### src/rtl/bin_to_bcd_seq.sv
// Sequential double-dabble binary-to-packed-BCD converter with start/busy/done handshake.
// Optional leading-zero blanking (digits forced to 4'hF) via macro BIN2BCD_LEADING_BLANK_EN.
module bin_to_bcd_seq #(
  parameter int BIN_W  = 8,
  parameter int DIGITS = 3
) (
  input  logic                  clk,
  input  logic                  rst,
  input  logic                  start,
  input  logic [BIN_W-1:0]      bin,
  output logic                  busy,
  output logic                  done,
  output logic [4*DIGITS-1:0]   bcd,
  output logic                  overflow
);

  localparam int BCD_W  = 4 * DIGITS;
  localparam int WORK_W = BCD_W + BIN_W;
  localparam int CNT_W  = $clog2(BIN_W + 1);
  localparam logic [CNT_W-1:0] LAST_STEP = CNT_W'(BIN_W - 1);

  typedef enum logic {IDLE, SHIFT} state_t;

  state_t              state_q, state_d;
  logic [WORK_W-1:0]   work_q, work_d;
  logic [CNT_W-1:0]    cnt_q, cnt_d;
  logic                carry_q, carry_d;
  logic [BCD_W-1:0]    bcd_q, bcd_d;
  logic                ovf_q, ovf_d;
  logic                done_q, done_d;

  logic [WORK_W-1:0]   adj;
  logic [WORK_W-1:0]   shifted;
  logic                carry_out;
  logic [BCD_W-1:0]    result;

`ifdef BIN2BCD_LEADING_BLANK_EN
  // Units digit is never blanked so that zero still shows "0".
  function automatic logic [BCD_W-1:0] blank_lead(input logic [BCD_W-1:0] d);
    logic [BCD_W-1:0] r;
    logic             lead;
    r    = d;
    lead = 1'b1;
    for (int i = DIGITS - 1; i >= 1; i--) begin
      if (lead && (d[4*i +: 4] == 4'd0)) r[4*i +: 4] = 4'hF;
      else                               lead = 1'b0;
    end
    return r;
  endfunction
`endif

  always_comb begin
    adj = work_q;
    for (int i = 0; i < DIGITS; i++) begin
      if (adj[BIN_W + 4*i +: 4] >= 4'd5)
        adj[BIN_W + 4*i +: 4] = adj[BIN_W + 4*i +: 4] + 4'd3;
    end
    // A bit shifted out of the top digit means the value reached 10^DIGITS.
    carry_out = adj[WORK_W-1];
    shifted   = {adj[WORK_W-2:0], 1'b0};
`ifdef BIN2BCD_LEADING_BLANK_EN
    result    = blank_lead(shifted[WORK_W-1 -: BCD_W]);
`else
    result    = shifted[WORK_W-1 -: BCD_W];
`endif
  end

  always_comb begin
    state_d = state_q;
    work_d  = work_q;
    cnt_d   = cnt_q;
    carry_d = carry_q;
    bcd_d   = bcd_q;
    ovf_d   = ovf_q;
    done_d  = 1'b0;
    case (state_q)
      IDLE: begin
        if (start) begin
          work_d  = {{BCD_W{1'b0}}, bin};
          cnt_d   = '0;
          carry_d = 1'b0;
          state_d = SHIFT;
        end
      end
      SHIFT: begin
        work_d  = shifted;
        carry_d = carry_q | carry_out;
        cnt_d   = cnt_q + CNT_W'(1);
        if (cnt_q == LAST_STEP) begin
          state_d = IDLE;
          done_d  = 1'b1;
          bcd_d   = result;
          ovf_d   = carry_q | carry_out;
        end
      end
      default: state_d = IDLE;
    endcase
  end

  always_ff @(posedge clk) begin
    if (rst) begin
      state_q <= IDLE;
      work_q  <= '0;
      cnt_q   <= '0;
      carry_q <= 1'b0;
      bcd_q   <= '0;
      ovf_q   <= 1'b0;
      done_q  <= 1'b0;
    end else begin
      state_q <= state_d;
      work_q  <= work_d;
      cnt_q   <= cnt_d;
      carry_q <= carry_d;
      bcd_q   <= bcd_d;
      ovf_q   <= ovf_d;
      done_q  <= done_d;
    end
  end

  assign busy     = (state_q == SHIFT);
  assign done     = done_q;
  assign bcd      = bcd_q;
  assign overflow = ovf_q;

endmodule

### config.mk
export PLATFORM = sky130hd
export DESIGN_NAME = bin_to_bcd_seq
export DESIGN_NICKNAME = d
export VERILOG_FILES = /design/src/rtl/bin_to_bcd_seq.sv
export SDC_FILE = /design/constraint.sdc
export NUM_CORES = 1
export LEC_CHECK = 0
export CAP_MARGIN = 40
export CORE_MARGIN = 3
export CORE_UTILIZATION = 50
export CTS_CLUSTER_SIZE = 28
export DETAILED_ROUTE_END_ITERATION = 6
export PLACE_DENSITY = 0.72
export SYNTH_ARGS = -nofsm -noshare
export SYNTH_HDL_FRONTEND = slang
export SYNTH_SLANG_ARGS = --single-unit
export TNS_END_PERCENT = 1
### constraint.sdc
create_clock -name clk -period 1.9 [get_ports clk]
set_input_delay 0.38 -clock clk [delete_from_list [all_inputs] [get_ports clk]]
set_output_delay 0.38 -clock clk [all_outputs]
set_load 0.05 [all_outputs]
Yosys cells after proc, flatten, opt, wreduce, memory -nomap -nowiden
Cells that the tools add are included.
{"block": "op_classes", "mul": 0, "n_shift": 0, "addsub": 4, "magnitude_cmp": 3, "n_bitwise": 2, "div": 0, "n_eq_ne": 2, "mux": 13, "n_reduce_logical": 2}
{"operator": "$pmux 20 s2", "count": 1}
{"operator": "$mux 20", "count": 1}
{"operator": "$mux 4", "count": 4}
{"operator": "$add 4x2->4 const B", "count": 3}
{"operator": "$ge 4x3->1 const B", "count": 3}
{"operator": "$pmux 4 s2", "count": 1}
{"operator": "$add 4x1->4 const B", "count": 1}
{"operator": "$eq 4x3->1 const B", "count": 1}
{"operator": "$mux 1", "count": 4}
{"operator": "$pmux 1 s2", "count": 2}
{"operator": "$ne 2x2->1 const B", "count": 1}
{"operator": "$reduce_and 2->1", "count": 1}
{"operator": "$reduce_or 2->1", "count": 1}
{"operator": "$not 1->1", "count": 1}
{"operator": "$or 1x1->1", "count": 1}
{"block": "word_totals", "romBits": 0, "out_inout_bits": 15, "latchBits": 0, "mem_bits_rw": 0, "reg_bits": 40, "word_cells": 33, "input_bits": 11, "n_memories": 0}

Longest topological paths before layout
Gate-level depths: netlist of the first run.
{"block": "depth", "depth_word": 4, "ltp_mapped": 6, "depth_no_buf": 6}

Worst setup path after synthesis of the first run
No wires, ideal clock.
{"block": "synth_timing", "path_type": "reg2reg", "startpoint": "register state_q, in the netlist busy", "endpoint": "register bcd_q[11], in the netlist bcd[11]", "setup_ns": 0.091, "arrival_ns": 1.418, "t_required_ns": 1.809, "n_path_buf": 1, "stages_incl_launch_ff": 5, "path_slack_ns": 0.391, "path_cell_list": "dfxtp_1 > and4b_1 > buf_4 > nor2_1 > a311oi_1"}
{"block": "synth_between", "elab_chain_cells": 1}
{"element": "from (decl)", "line_no": "24", "source": "state_t state_q, state_d;"}
{"element": "from (signal assigned)", "line_no": "110", "source": "state_q <= state_d;"}
{"element": "$reduce_and 2->1 (no source line)"}
{"element": "to (signal assigned)", "line_no": "106", "source": "bcd_q <= '0;"}
{"element": "to (signal assigned)", "line_no": "114", "source": "bcd_q <= bcd_d;"}
{"element": "to (decl)", "line_no": "28", "source": "logic [BCD_W-1:0] bcd_q, bcd_d;"}
Every way passes these cells.
A chain may end at the register's enable or synchronous reset.

Worst setup path in the final report of the first run
{"block": "layout_timing", "startpoint": "register state_q, in the netlist busy", "endpoint": "output port busy"}
{"element": "to (decl)", "line_no": "11", "source": "output logic busy,"}
No word-level cell between the ends.

==> impl_metrics.ini, run 1 <==
[min_path]
hold_end = overflow$_SDFFE_PP0P_
hold_path_class = reg2reg
min_from = carry_q$_SDFFE_PP0P_
holdPathStages = 2

[critical_path]
cp_data_arrival_time_ps = 1300
r2r-end = work_q[18]$_SDFFE_PP0P_
r2r_setup_slack_ps = 250
crit_required_ps = 1520
r2r_start = work_q[16]$_SDFFE_PP0P_
critPathMaxFanout = 12
reg2regPathDepth = 6
endpoint_kind = output pin
path_class = reg2out
start_kind = flip-flop

[status]
status = completed

[clocking]
cts.sinks = 40
hold_buffers = 0
h-tree-depth = 2
insertion_delay_ps = 350
clkTransAtPathRegs_ps = 110
cts-buffers-inserted = 5
cts_max_path_buffers = 2
cts_setup_buffers = 0
cts_tree = done
clockRootBuffer = clkbuf_4
cts_resized = 8

[synthesis]
syn_area_um2 = 1800
yosysUniqueCellTypes = 24
synth_seq_cells = 40
postSynthCellCount = 206
synth_nets = 224
yosysWarnings = 0
avgSynthCellArea_um2 = 8.72
synth-seq-area-share_pct = 44.6

[global_routing]
antenna_found_initial = 0
track_usage_pct = 19.1
grt_pass1_vias = 1500
grt_max_degree = 21
grt_remaining_overflow = 0
grt_pass1_wl_um = 6240

[sta]
period_share_pct = 88.4
rsz0062_at_grt = false
hold_viol = 0
fin_crit_ps = 1680
worstMarginPinSlew_ps = 503
fmax_ghz = 0.595
relSlewSlack_pct = 66.4
drv_slew = 0
finClkSkew_ps = 11.2
setup_viol = 0
tns_ps = 0

[flow_run]
drv_cap = 0

[route]
wl_per_cell_um = 13.0
final_antenna_net_count = 0
drtIter0Drc = 89
vias = 1517
drt-total-wl_um = 3690
first_pass_iters = 4
via_per_inst = 5.36
drc = 0

[floorplanning]
die_x_um = 65.9
die_area_um2 = 4350
initial_utilization_pct = 53.0
rows = 21
fp.dieH_um = 65.9
num_io_pins = 26
core_um2 = 3390

[power_and_ir_drop]
cellInternalPower_mw = 1.05
peakVddDrop_v = 0.000445
seqPwrFrac_pct = 62.0
swShare_pct = 24.5
combPwrFrac_pct = 9.2
leakagePower_nw = 0.922
p_clk_share_pct = 28.7
powerDensity_nw_per_um2 = 639
switching_power_mw = 0.341

[cells_and_area]
fillers = 297
diodes = 0
post-route-util_pct = 64.4
nets = 255
area_growth_pct = 21.5
drive_above_1_share_pct = 8.86

[placement]
gp_congestion = 0.789
port_buffers = 25
dpl.hpwl_um = 2690
## worst max-delay path, cell delays in order, from the launching register on
cell,delay (ps)
dfxtp_1,530
buf_4,260
buf_12,150
## synth_stat cells
library cell | n | share of area, %
o21ai_0 | 16 | 4.5
a41oi_1 | 1 | 0.49
buf_1 | 1 | 0.21
nand3_1 | 4 | 1.1
buf_4 | 1 | 0.42
mux2i_1 | 10 | 5.6
buf_2 | 6 | 1.7
nor3_1 | 4 | 1.1
o22ai_1 | 7 | 2.4
nand2_1 | 6 | 1.3
dfxtp_1 | 40 | 45
xnor2_1 | 3 | 1.5
nor3b_1 | 7 | 2.9
a21oi_1 | 21 | 5.8
nand2b_1 | 11 | 3.8
mux2_2 | 3 | 1.9
and4b_1 | 1 | 0.56
ha_1 | 7 | 4.9
inv_1 | 10 | 2.1
nor2_1 | 29 | 6.1
clkbuf_1 | 3 | 0.63
nand3b_1 | 8 | 3.3
a311oi_1 | 4 | 1.9
a211oi_1 | 3 | 1.3
## cell type report
type                            instances  area (um2)  area share [%]
Tap cell                               46        57.6            2.64
Multi-Input combinational cell        145         906            41.5
Clock inverter                          1        5.00           0.229
Sequential cell                        40         801            36.7
Inverter                               10        37.5            1.72
Clock buffer                            6        41.3            1.89
Timing Repair Buffer                   35         335            15.4
## layout by cell type, fill, tap and decap left out, types with 5 or more instances in the layout
cell,count
clkdlybuf4s50_1,10
buf_4,11
inv_1,10
nand2_1,6
nor3b_1,7
a21oi_1,21
nor2_1,29
ha_1,7
nand2b_1,11
nand3b_1,8
dlymetal6s2s_1,5
clkbuf_4,5
o22ai_1,7
mux2i_1,10
dfxtp_1,40
o21ai_0,16
dlygate4sd2_1,8
## registers in the layout (all words and copies together), names as in the netlist
signal and cells:
carry_q 1, work_q 20, cnt_q 4, bcd 12
done 1, overflow 1, busy 1
## metrics by stage
| step | cell area [um2] | hold WS, ps | setup slack, ps | std cells | power (mW) |
|---|---|---|---|---|---|
| global route | 2180 | 504 | 93.1 | 283 | 1.46 |
| CTS | 2170 | 470 | 1.39 | 283 | 1.41 |
| detailed placement | 2130 | 454 | 185 | 276 | 1.01 |
| global placement | 2130 | 449 | 196 | 276 | 1.01 |
| floorplan | 1800 | 438 | 391 | 206 | 0.960 |
| finish | 2180 | 470 | 221 | 283 | 1.39 |
## worst max path at each step
stage | from | end | slack, ps | cells after the start
final | busy$_SDFF_PP0_ | busy | 220 | 2
after floorplan | busy$_SDFF_PP0_ | bcd[11]$_SDFFE_PP0P_ | 390 | 4
after detailed placement | start | work_q[15]$_SDFFE_PP0P_ | 180 | 4
after global placement | start | cnt_q[2]$_SDFFE_PP0P_ | 200 | 4
after global routing | work_q[12]$_SDFFE_PP0P_ | work_q[14]$_SDFFE_PP0P_ | 90 | 6
after CTS | bcd[11]$_SDFFE_PP0P_ | bcd[11] | 1 | 1
## cells by family after synthesis
kind of cell / count (synthesis) / share of synthesized area, %
adder cells (fa/ha/maj): 7 / 4.87
XOR/XNOR: 3 / 1.46
flip-flops: 40 / 44.6
multiplexers: 13 / 7.45
buffers and inverters: 21 / 5.01
AND/OR/NAND/NOR: 70 / 20.2
AO/OA/AOI/OAI: 52 / 16.4
## routing by layer
layer	GRT usage, %	routed length [um]
met3	5.78	183
met5	0	0
met2	34.7	1820
met4	10.7	95
met1	19.3	1590
## power by group through the flow
stage               Clock (mW)  Sequential (mW)  Combinational [mW]
floorplan                    0            0.885              0.0742
global placement             0            0.884               0.126
detailed placement           0            0.884               0.129
CTS                      0.417            0.865               0.130
global route             0.455            0.868               0.141
finish                   0.401            0.865               0.129
Note: power is estimated with default switching activity, not from simulation.
==> run 2: changes to the inputs <==
--- a/config.mk
+++ b/config.mk
@@ -5,12 +5,12 @@
 export SDC_FILE = /design/constraint.sdc
 export NUM_CORES = 1
 export LEC_CHECK = 0
-export CAP_MARGIN = 40
+export CAP_MARGIN = 5
 export CORE_MARGIN = 3
 export CORE_UTILIZATION = 50
 export CTS_CLUSTER_SIZE = 28
 export DETAILED_ROUTE_END_ITERATION = 6
-export PLACE_DENSITY = 0.72
+export PLACE_DENSITY = 0.82
 export SYNTH_ARGS = -nofsm -noshare
 export SYNTH_HDL_FRONTEND = slang
 export SYNTH_SLANG_ARGS = --single-unit
==> run 2 against run 1 <==
  * Clock skew shrank 2.7 ps
  * Final cell count shrank 0.71%
  * Clock-buffer cell count grew 2
  * Routed wire length shrank 4.1%
  * Sequential power is essentially flat
  * Largest power group unchanged
  * Combinational power is essentially flat
  * Largest cell class unchanged
  * Die area is the same
  * Power grew 3.1%
  * Fmax shrank 8.5%
==> impl_metrics.ini, run 2 (synthesis gave the netlist of run 1 again) <==
[global_routing]
track_usage_pct = 18.8
grt_max_degree = 44
grt_remaining_overflow = 0
grt_pass1_wl_um = 6320
antenna_found_initial = 0
grt_pass1_vias = 1445

[critical_path]
reg2regPathDepth = 4
r2r-end = bcd[2]$_SDFFE_PP0P_
cp_slowest_cell = clkdlybuf4s50_1
cp_top_family = buffers and inverters
r2r_setup_slack_ps = 220
endpoint_kind = output pin
start_kind = flip-flop
path_class = reg2out
cp_num_buf_inv = 1
path_cells = clkdlybuf4s50_1
critPathMaxFanout = 1
crit_required_ps = 1520
r2r_start = cnt_q[0]$_SDFFE_PP0P_
critPathMaxStageDelay_ps = 790
cp_data_arrival_time_ps = 1450

[route]
drc = 0
first_pass_iters = 4
vias = 1506
drt-total-wl_um = 3540
drtIter0Drc = 97
via_per_inst = 5.36
wl_per_cell_um = 12.6
final_antenna_net_count = 0

[power_and_ir_drop]
powerDensity_nw_per_um2 = 654
combPwrFrac_pct = 8.8
seqPwrFrac_pct = 60.0
peakVddDrop_v = 0.000517
p_clk_share_pct = 31.3
swShare_pct = 23.8
leakagePower_nw = 0.992
switching_power_mw = 0.342
cellInternalPower_mw = 1.10

[cells_and_area]
diodes = 0
nets = 252
final_common_cell = dfxtp_1
drive_above_1_share_pct = 7.23
largest_reg_flops = 20
largest_register = work_q
final_cell_mix = 40 x dfxtp_1, 29 x nor2_1, 21 x a21oi_1, 16 x o21ai_0
area_growth_pct = 22.4
post-route-util_pct = 64.9

[placement]
gp_congestion = 0.776
dpl.hpwl_um = 2480
port_buffers = 25

[sta]
hold_viol = 0
fmax_ghz = 0.545
setup_viol = 0
relSlewSlack_pct = 65.3
worstMarginPinSlew_ps = 519
rsz0062_at_grt = false
period_share_pct = 96.5
tns_ps = 0
holdWs_ps = 471
fin_crit_ps = 1830
finClkSkew_ps = 8.51
drv_slew = 0

[clocking]
clkTransAtPathRegs_ps = 110
cts_max_path_buffers = 2
clockRootBuffer = clkbuf_4
cts.sinks = 40
cts_setup_buffers = 0
h-tree-depth = 2
insertion_delay_ps = 340
cts-buffers-inserted = 5
cts_tree = done

[min_path]
min_from = carry_q$_SDFFE_PP0P_
hold_end = overflow$_SDFFE_PP0P_
holdPathStages = 2
hold_path_class = reg2reg

[floorplanning]
num_io_pins = 26
fp.dieH_um = 65.9
core_um2 = 3390
die_x_um = 65.9
initial_utilization_pct = 53.0
die_area_um2 = 4350
rows = 21

[flow_run]
drv_cap = 0

[status]
status = completed
[run 2: cell type report]
| type | count | area [um2] |
|---|---|---|
| Tap cell | 46 | 57.6 |
| Timing Repair Buffer | 32 | 338 |
| Multi-Input combinational cell | 145 | 906 |
| Inverter | 10 | 37.5 |
| Fill cell | 281 | 1190 |
| Clock buffer | 8 | 58.8 |
| Sequential cell | 40 | 801 |
[run 2: worst max-delay path by stage]
| stage | from | endpoint | slack, ps | cells after the start |
|---|---|---|---|---|
| floorplan | busy$_SDFF_PP0_ | bcd[11]$_SDFFE_PP0P_ | 390 | 4 |
| global placement | start | work_q[14]$_SDFFE_PP0P_ | 190 | 5 |
| detailed placement | start | cnt_q[2]$_SDFFE_PP0P_ | 140 | 5 |
| CTS | bcd[3]$_SDFFE_PP0P_ | bcd[3] | 7 | 1 |
| global route | done$_SDFF_PP0_ | done | 20 | 1 |
| finish | done$_SDFF_PP0_ | done | 70 | 1 |
[run 2: repair_timing]
action                                  4_1_cts  5_1_grt
gates resized for setup                       2       11
hold endpoints to repair                      0        0
endpoints found under the setup margin        2       11
gates cloned                                  0        0
hold buffers                                  0        0
[run 2: power groups by stage]
stage | clock (mW) | combinational, mW | sequential, mW
global route | 0.493 | 0.141 | 0.864
CTS | 0.463 | 0.127 | 0.862
detailed placement | 0 | 0.127 | 0.881
global placement | 0 | 0.124 | 0.881
floorplan | 0 | 0.0742 | 0.885
finish | 0.450 | 0.126 | 0.862
[run 2: per-stage QoR]
step	std cells	power, mW	setup slack [ps]	cell area (um2)
final	281	1.44	65.6	2200
after detailed placement	273	1.01	136	2110
after global routing	281	1.50	20.6	2200
after floorplan	206	0.960	391	1800
after global placement	273	1.01	188	2110
after CTS	281	1.45	7.17	2170
[run 2: routing by layer]
metal	track usage (%)	vias to the layer above	wire length, um
li1	-	771	-
met1	22.9	692	1670
met2	30.3	35	1600
met3	6.46	8	205
met4	7.36	0	66
met5	0	-	0
==> run 3: changes to the inputs <==
--- a/config.mk
+++ b/config.mk
@@ -10,7 +10,7 @@
 export CORE_UTILIZATION = 50
 export CTS_CLUSTER_SIZE = 28
 export DETAILED_ROUTE_END_ITERATION = 6
-export PLACE_DENSITY = 0.82
+export PLACE_DENSITY = 0.74
 export SYNTH_ARGS = -nofsm -noshare
 export SYNTH_HDL_FRONTEND = slang
 export SYNTH_SLANG_ARGS = --single-unit
==> constraint.sdc (replaced) <==
create_clock -name clk -period 2.3 [get_ports clk]
set_input_delay 0.46 -clock clk [delete_from_list [all_inputs] [get_ports clk]]
set_output_delay 0.46 -clock clk [all_outputs]
set_load 0.05 [all_outputs]
==> run 3 against run 2 <==
  * Critical path depth stayed put
  * Global-route usage is 0.29 points higher
  * Clock-buffer cell count stayed put
  * Critical endpoint is now bcd[2]
  * Largest power group unchanged
==> impl_metrics.ini, run 3 (synthesis gave the netlist of run 1 again) <==
[sta]
drv_slew = 0
setup_viol = 0
relSlewSlack_pct = 65.2
tns_ps = 0
rsz0062_at_grt = false
hold_viol = 0
layout_setup_ws_ps = 297
worstMarginPinSlew_ps = 520
holdWs_ps = 490
fmax_ghz = 0.499
period_share_pct = 87.1
fin_crit_ps = 2000
finClkSkew_ps = 7.62

[route]
first_pass_iters = 4
via_per_inst = 5.46
vias = 1530
wl_per_cell_um = 13.4
drc = 0
final_antenna_net_count = 0
drt-total-wl_um = 3750
drtIter0Drc = 94

[critical_path]
critPathMaxFanout = 2
cp_data_arrival_time_ps = 1540
start_kind = flip-flop
cp_slowest_cell = clkdlybuf4s50_1
crit_required_ps = 1840
endpoint_kind = output pin
cp_num_buf_inv = 1
critPathMaxStageDelay_ps = 820
path_class = reg2out
path_cells = clkdlybuf4s50_1
cp_top_family = buffers and inverters

[global_routing]
track_usage_pct = 19.1
grt_pass1_vias = 1425
grt_pass1_wl_um = 6340
antenna_found_initial = 0
grt_max_degree = 44
grt_remaining_overflow = 0

[cells_and_area]
largest_reg_flops = 20
nets = 251
final_cells = 280
fillers = 301
area_growth_pct = 20.5
final_cell_mix = 40 x dfxtp_1, 29 x nor2_1, 24 x clkdlybuf4s50_1, 21 x a21oi_1, 16 x o21ai_0
largest_register = work_q
final_common_cell = dfxtp_1
drive_above_1_share_pct = 6.84
diodes = 0

[placement]
dp_slack_ps = 507
dpl.hpwl_um = 2680
dpl.cell_count = 272
gp_congestion = 0.864
port_buffers = 25

[floorplanning]
fp.dieH_um = 65.9
core_um2 = 3390
die_area_um2 = 4350
initial_utilization_pct = 53.0
die_x_um = 65.9
num_io_pins = 26
rows = 21

[clocking]
cts-buffers-inserted = 5
h-tree-depth = 2
cts_tree = done
cts_max_path_buffers = 2
cts_setup_buffers = 0
clkTransAtPathRegs_ps = 110
cts_resized = 0
hold_buffers = 0
insertion_delay_ps = 340
clockRootBuffer = clkbuf_4
cts.sinks = 40

[power_and_ir_drop]
powerDensity_nw_per_um2 = 546
seqPwrFrac_pct = 60.2
p_clk_share_pct = 30.9
swShare_pct = 23.5
leakagePower_nw = 0.771
combPwrFrac_pct = 9.0
peakVddDrop_v = 0.000350
cellInternalPower_mw = 0.905
switching_power_mw = 0.278

[flow_run]
drv_cap = 0

[min_path]
hold_path_class = reg2reg

[status]
status = completed
==> run 3: cell count changes in the layout (fill, tap and decap cells not counted), sizes merged <==
| cell | before | now |
|---|---|---|
| buf | 8 | 7 |
| clkdlybuf4s50 | 11 | 24 |
| dlygate4sd2 | 2 | 0 |
| dlymetal6s2s | 11 | 0 |
==> run 3: metrics by stage <==
step	power, mW	util [%]	cell area, um2
floorplan	0.793	-	1800
global placement	0.830	62.2	2110
detailed placement	0.834	62.2	2110
CTS	1.20	63.9	2170
global route	1.24	63.9	2170
finish	1.18	63.9	2170
==> run 3: final timing paths <==
check | start | to | slack, ps | cells after the start
worst max-delay path | bcd[2]$_SDFFE_PP0P_ | bcd[2] | 300 | 1
worst min-delay path | carry_q$_SDFFE_PP0P_ | overflow$_SDFFE_PP0P_ | 490 | 2
worst max register to register | cnt_q[0]$_SDFFE_PP0P_ | overflow$_SDFFE_PP0P_ | 550 | 5
worst min register to register | carry_q$_SDFFE_PP0P_ | overflow$_SDFFE_PP0P_ | 490 | 2
==> run 3: routing by layer <==
| metal | share of wire [%] | global-route usage, % |
|---|---|---|
| met5 | 0 | 0 |
| met2 | 51 | 33.5 |
| met4 | 1.6 | 7.11 |
| met1 | 42 | 21.6 |
| met3 | 5.4 | 5.78 |
==> run 3: layout make-up <==
type | count | area [um2] | share of cell area (%)
clock buffer | 8 | 58.8 | 2.72
inverter | 10 | 37.5 | 1.73
multi-input combinational | 145 | 906 | 41.8
sequential | 40 | 801 | 37.0
tap | 46 | 57.6 | 2.66
timing repair buffer | 31 | 305 | 14.1
==> run 3: power by group through the flow <==
stage                     registers [mW]  clock network, mW  logic [mW]
after floorplan                    0.731                  0      0.0613
after global placement             0.727                  0       0.103
after detailed placement           0.728                  0       0.106
after CTS                          0.712              0.378       0.107
after global routing               0.714              0.408       0.116
final                              0.712              0.365       0.106
